## config.mk

```make
export PLATFORM = sky130hd
export DESIGN_NAME = mmcm_drp_reconfig
export DESIGN_NICKNAME = d
export VERILOG_FILES = /design/src/rtl/mmcm_drp_reconfig.sv
export SDC_FILE = /design/constraint.sdc
export NUM_CORES = 1
export LEC_CHECK = 0
export CORE_AREA = 4 4 93 86
export CTS_BUF_LIST = sky130_fd_sc_hd__clkbuf_4 sky130_fd_sc_hd__clkbuf_8
export DETAILED_ROUTE_END_ITERATION = 12
export DIE_AREA = 0 0 97 90
export PLACE_DENSITY_LB_ADDON = 0.1
export SLEW_MARGIN = 20
export SYNTH_ARGS = -nofsm -noshare
export SYNTH_HDL_FRONTEND = slang
export SYNTH_SLANG_ARGS = --single-unit
```

## constraint.sdc

```tcl
create_clock -name CLK -period 4.79 [get_ports CLK]
set_input_delay 0.7185 -clock CLK [delete_from_list [all_inputs] [get_ports CLK]]
set_output_delay 0.7185 -clock CLK [all_outputs]
set_load 0.05 [all_outputs]
```

## src/rtl/mmcm_drp_reconfig.sv

```systemverilog
// DRP initiator for an MMCME2_ADV: runs host batches of masked register writes
// as DRP read-modify-write cycles while holding the MMCM in reset, then releases
// reset and waits for LOCKED.
// Optional build macro: MMCM_DRP_READBACK_EN adds a verify read after each write.
module mmcm_drp_reconfig #(
  parameter int DRDY_TIMEOUT = 64,
  parameter int LOCK_TIMEOUT = 65535,
  parameter int CNT_W        = 16
) (
  input  logic        CLK,
  input  logic        nRST,
  input  logic        req_valid,
  output logic        req_ready,
  input  logic [6:0]  req_addr,
  input  logic [15:0] req_mask,
  input  logic [15:0] req_data,
  input  logic        req_last,
  output logic        busy,
  output logic        done,
  output logic        error,
  output logic [6:0]  drp_daddr,
  output logic        drp_den,
  output logic        drp_dwe,
  output logic [15:0] drp_di,
  input  logic [15:0] drp_do,
  input  logic        drp_drdy,
  output logic        mmcm_rst,
  input  logic        mmcm_locked
);

  localparam logic [3:0] S_IDLE      = 4'd0;
  localparam logic [3:0] S_RD_REQ    = 4'd1;
  localparam logic [3:0] S_RD_WAIT   = 4'd2;
  localparam logic [3:0] S_WR_REQ    = 4'd3;
  localparam logic [3:0] S_WR_WAIT   = 4'd4;
  localparam logic [3:0] S_HOLD      = 4'd5;
  localparam logic [3:0] S_LOCK_WAIT = 4'd6;
  localparam logic [3:0] S_FAIL      = 4'd7;
`ifdef MMCM_DRP_READBACK_EN
  localparam logic [3:0] S_VF_REQ    = 4'd8;
  localparam logic [3:0] S_VF_WAIT   = 4'd9;
`endif

  localparam logic [CNT_W-1:0] DRDY_LIM = CNT_W'(DRDY_TIMEOUT);
  localparam logic [CNT_W-1:0] LOCK_LIM = CNT_W'(LOCK_TIMEOUT);

  logic [3:0]       state;
  logic [15:0]      mask_q;
  logic [15:0]      data_q;
  logic             last_q;
  logic [15:0]      merged;
  logic [CNT_W-1:0] cnt;

  // merged only changes on the read drdy, i.e. together with the write strobe,
  // so it can drive DI directly and still holds between strobes.
  assign drp_di = merged;

  // Handshake and strobe decode from the current state.
  always_comb begin
    busy      = (state != S_IDLE);
    req_ready = (state == S_IDLE) || (state == S_HOLD);
    drp_dwe   = (state == S_WR_REQ);
    drp_den   = (state == S_RD_REQ) || (state == S_WR_REQ);
`ifdef MMCM_DRP_READBACK_EN
    drp_den   = drp_den || (state == S_VF_REQ);
`endif
  end

  // Batch sequencer: capture, read, merge, write, (verify), lock wait.
  always_ff @(posedge CLK or negedge nRST) begin
    if (!nRST) begin
      state     <= S_IDLE;
      drp_daddr <= '0;
      mask_q    <= '0;
      data_q    <= '0;
      last_q    <= 1'b0;
      merged    <= '0;
      cnt       <= '0;
      mmcm_rst  <= 1'b0;
      error     <= 1'b0;
      done      <= 1'b0;
    end else begin
      done <= 1'b0;
      case (state)
        S_IDLE, S_HOLD: begin
          if (req_valid) begin
            drp_daddr <= req_addr;
            mask_q    <= req_mask;
            data_q    <= req_data;
            last_q    <= req_last;
            mmcm_rst  <= 1'b1;
            if (state == S_IDLE) error <= 1'b0;
            state     <= S_RD_REQ;
          end
        end
        S_RD_REQ: begin
          cnt   <= '0;
          state <= S_RD_WAIT;
        end
        S_RD_WAIT: begin
          if (drp_drdy) begin
            merged <= (drp_do & mask_q) | (data_q & ~mask_q);
            state  <= S_WR_REQ;
          end else if (cnt == DRDY_LIM) begin
            state <= S_FAIL;
          end else begin
            cnt <= cnt + 1'b1;
          end
        end
        S_WR_REQ: begin
          cnt   <= '0;
          state <= S_WR_WAIT;
        end
        S_WR_WAIT: begin
          if (drp_drdy) begin
`ifdef MMCM_DRP_READBACK_EN
            state <= S_VF_REQ;
`else
            if (last_q) begin
              mmcm_rst <= 1'b0;
              cnt      <= '0;
              state    <= S_LOCK_WAIT;
            end else begin
              state <= S_HOLD;
            end
`endif
          end else if (cnt == DRDY_LIM) begin
            state <= S_FAIL;
          end else begin
            cnt <= cnt + 1'b1;
          end
        end
`ifdef MMCM_DRP_READBACK_EN
        S_VF_REQ: begin
          cnt   <= '0;
          state <= S_VF_WAIT;
        end
        S_VF_WAIT: begin
          if (drp_drdy) begin
            if ((drp_do ^ merged) != '0) begin
              state <= S_FAIL;
            end else if (last_q) begin
              mmcm_rst <= 1'b0;
              cnt      <= '0;
              state    <= S_LOCK_WAIT;
            end else begin
              state <= S_HOLD;
            end
          end else if (cnt == DRDY_LIM) begin
            state <= S_FAIL;
          end else begin
            cnt <= cnt + 1'b1;
          end
        end
`endif
        S_LOCK_WAIT: begin
          // cnt==0 is the first cycle after release; LOCKED is trusted from cnt>=1.
          if (mmcm_locked && (cnt != '0)) begin
            done  <= 1'b1;
            state <= S_IDLE;
          end else if (cnt == LOCK_LIM) begin
            state <= S_FAIL;
          end else begin
            cnt <= cnt + 1'b1;
          end
        end
        S_FAIL: begin
          error    <= 1'b1;
          mmcm_rst <= 1'b0;
          state    <= S_IDLE;
        end
        default: state <= S_IDLE;
      endcase
    end
  end

endmodule

```

==> results.md <==
* CP startpoint kind: register
* Hold buffer count at CTS at 0
* Post-synth ARST share at 100%
* Largest stage delay, worst path at 0.92 ns
* Remaining routing DRC violations at 0
* Worst path slowest cell: clkdlybuf4s50_1
* Syn Inst Count at 340
* Layout area overhead at 30.0%
* CTS Buf Count at 9
* Clock Latency Late Sink at 0.34 ns
* CP Buf/Inv Count at 1
* Maximum root-to-sink buffer count at 2
* Commonest non-fill, non-tap cells in the layout: 89 x clkdlybuf4s50_1, 79 x dfrtp_1, 40 x mux2_1
* Synthesized area at 3770 µm²
* Clk slew on worst S/H paths at 0.08 ns
* CP Class: reg2out
* N_diodes at 0
* Gpl congestion at 0.923
* Dpl cell area at 4710 µm²
* Routed len/inst at 16.3 µm
* Internal at 1.71 mW
* Number of synthesized register bits at 79
* Slew @ Worst Pin at 0.997 ns
* Core area at 7000 µm²
* DR iter-0 viols at 190
* CP arrival at 2.67 ns
* Cell Pwr Density at 597 nW/µm²
* Logic pwr share at 44.2%
* GRT Total Usage at 20.2%
* Max Fanout on Critical Path at 17
* Vias per Instance at 5.67
* Fmax at 0.295 GHz
* Main flop type after synthesis: dfrtp_1
* Largest net degree at the start of global routing at 80
* Setup violators final at 0
* Post-cts sizing count at 0
* Postcts setup bufs at 0
* CP Capture Type: primary output
* Syn Area/Cell at 11.1 µm²
* Slew margin rel. at 33.3%
* Most common cell after layout, fill and taps aside: clkdlybuf4s50_1
* Final Max Tran Viols at 0
* Ports at 91
* Endpoints failing hold at 0
* Buffers on Ports at 90
* Clock Skews at 0.00605 ns
* Clock H-tree levels at 3
* Net switching power at 1.21 mW
* GRT overflow at 0
* Count of yosys warnings during synthesis at 0
* Layout cells sized above 1 at 5.62%
* Sw Share at 41.5%
* Sequential power share at 39.6%
* Die Ht at 90 µm
* CTS tree: yes
* Status: completed
* RSZ-0062 raised after global routing: false
* Sink Count at 79
* Die width at 97 µm
* CP Cell Sequence: nor2b_1, nor4_1, clkdlybuf4s50_1
* Crit share post-route at 70.7%
* Peak supply drop at 0.000319 V
* Vias at 2948
* Total Neg Setup Slack at 0 ns
* Req. time, crit path at 4.07 ns
* Maxcap violations at 0
* # fillers at 500
* DIE AREA at 8730 µm²
* Starting density of the core at 53.8%
* # rows at 29
* Post-detail-place hpwl at 6100 µm
* Cell area after layout at 4900 µm²
* Fin crit period at 3.38 ns
* Antenna violations before repair at 0
* P_leak at 2.11 nW
* Syn Nets at 403
* CP delay by family, top: buffers and inverters
* Layout Nets at 487
* Number of synthesized flops with an enable pin at 0
* Unique cell type count in the Yosys netlist at 52
* Worst min path class: reg2reg
* Vias in the first global route at 2960
* Clock share of power at 16.2%
* ANT nets after route at 0
* Post-synthesis sequential area ratio at 52.5%
* Root Driver: clkbuf_8
* Detailed Routing Iterations Pass 1 at 4
* First-pass GRT wire length at 14400 µm
* DRT Wirelength at 8480 µm
[worst min-delay path, stage by stage, from the launching register on]
cell,delay [ns]
dfrtp_1,0.34
nand2_1,0.05
o21ai_0,0.06
[flip-flops by register name, summed over array words and instances (netlist names)]
name / cells
data_q: 16
done: 1
drp_daddr: 7
mask_q: 16
drp_di: 16
mmcm_rst: 1
cnt: 16
last_q: 1
error: 1
state: 4
[power by group through the flow]
| stage | clock network (mW) | registers [mW] | logic, mW |
|---|---|---|---|
| after floorplan | 0 | 1.45 | 0.587 |
| after global placement | 0 | 1.15 | 1.27 |
| after detailed placement | 0 | 1.17 | 1.30 |
| after CTS | 0.492 | 1.16 | 1.30 |
| after global routing | 0.512 | 1.20 | 1.40 |
| final | 0.474 | 1.16 | 1.29 |
[metrics by stage]
step                utilization [%]  total power, mW  hold WS, ns  worst slack [ns]  instances
finish                         69.9             2.92        0.484              1.41        520
global route                   69.9             3.11        0.509              1.24        520
CTS                            69.9             2.95        0.487              1.41        520
detailed placement             67.2             2.47        0.469              1.74        506
global placement               67.2             2.42        0.461              1.80        506
floorplan                         -             2.04        0.423              1.46        340
[cell type report]
cell class                 instances  area [µm²]  area share, %
inverter                          11        41.3          0.843
tap                               93         116           2.38
clock inverter                     4        47.5          0.971
timing repair buffer              90         898           18.3
sequential                        79        1980           40.4
clock buffer                      10         138           2.81
multi-input combinational        233        1680           34.3
[metal layers]
metal / vias up / routed length, µm / GRT usage, %
li1: 1404 / - / -
met1: 1423 / 3690 / 26.7
met2: 114 / 4030 / 32.5
met3: 7 / 671 / 5.57
met4: 0 / 91 / 6.20
met5: - / 0 / 0
[synthesized netlist by cell type, types with 7 or more instances]
library cell  number  area [µm²]
a21oi_1            9        45.0
clkbuf_1           7        26.3
dfrtp_1           79        1980
inv_1             10        37.5
mux2_1            40         450
mux2i_1           17         170
nand2_1           35         131
nand4_1            7        43.8
nor2_1            10        37.5
nor3_1             7        35.0
o21ai_0           23         115
o31ai_1            8        60.1
[final timing paths]
kind / start / to / slack (ns) / cells after the start
max: state[2]$_DFFE_PN0P_ / req_ready / 1.41 / 3
min: drp_di[13]$_DFFE_PN0P_ / drp_di[13]$_DFFE_PN0P_ / 0.48 / 2
max reg2reg: state[2]$_DFFE_PN0P_ / data_q[12]$_DFFE_PN0P_ / 1.96 / 4
min reg2reg: drp_di[13]$_DFFE_PN0P_ / drp_di[13]$_DFFE_PN0P_ / 0.48 / 2
max in group asynchronous: nRST / mask_q[8]$_DFFE_PN0P_ / 3.64 / 1
min in group asynchronous: nRST / drp_di[15]$_DFFE_PN0P_ / 0.53 / 1
[kinds of logic (layout without fill, tap and decap cells)]
| kind of cell | after synthesis | count (layout) | share of synthesized area [%] |
|---|---|---|---|
| and+or+nand+nor | 103 | 103 | 15.2 |
| DFF | 79 | 79 | 52.5 |
| AOI/OAI and AO/OA | 70 | 70 | 12.0 |
| muxes | 57 | 57 | 16.5 |
| buffers and inverters | 28 | 115 | 3.15 |
| adders and majority gates | 2 | 2 | 0.664 |
| other | 1 | 1 | 0.0995 |
Power figures use the tool's default switching activity.
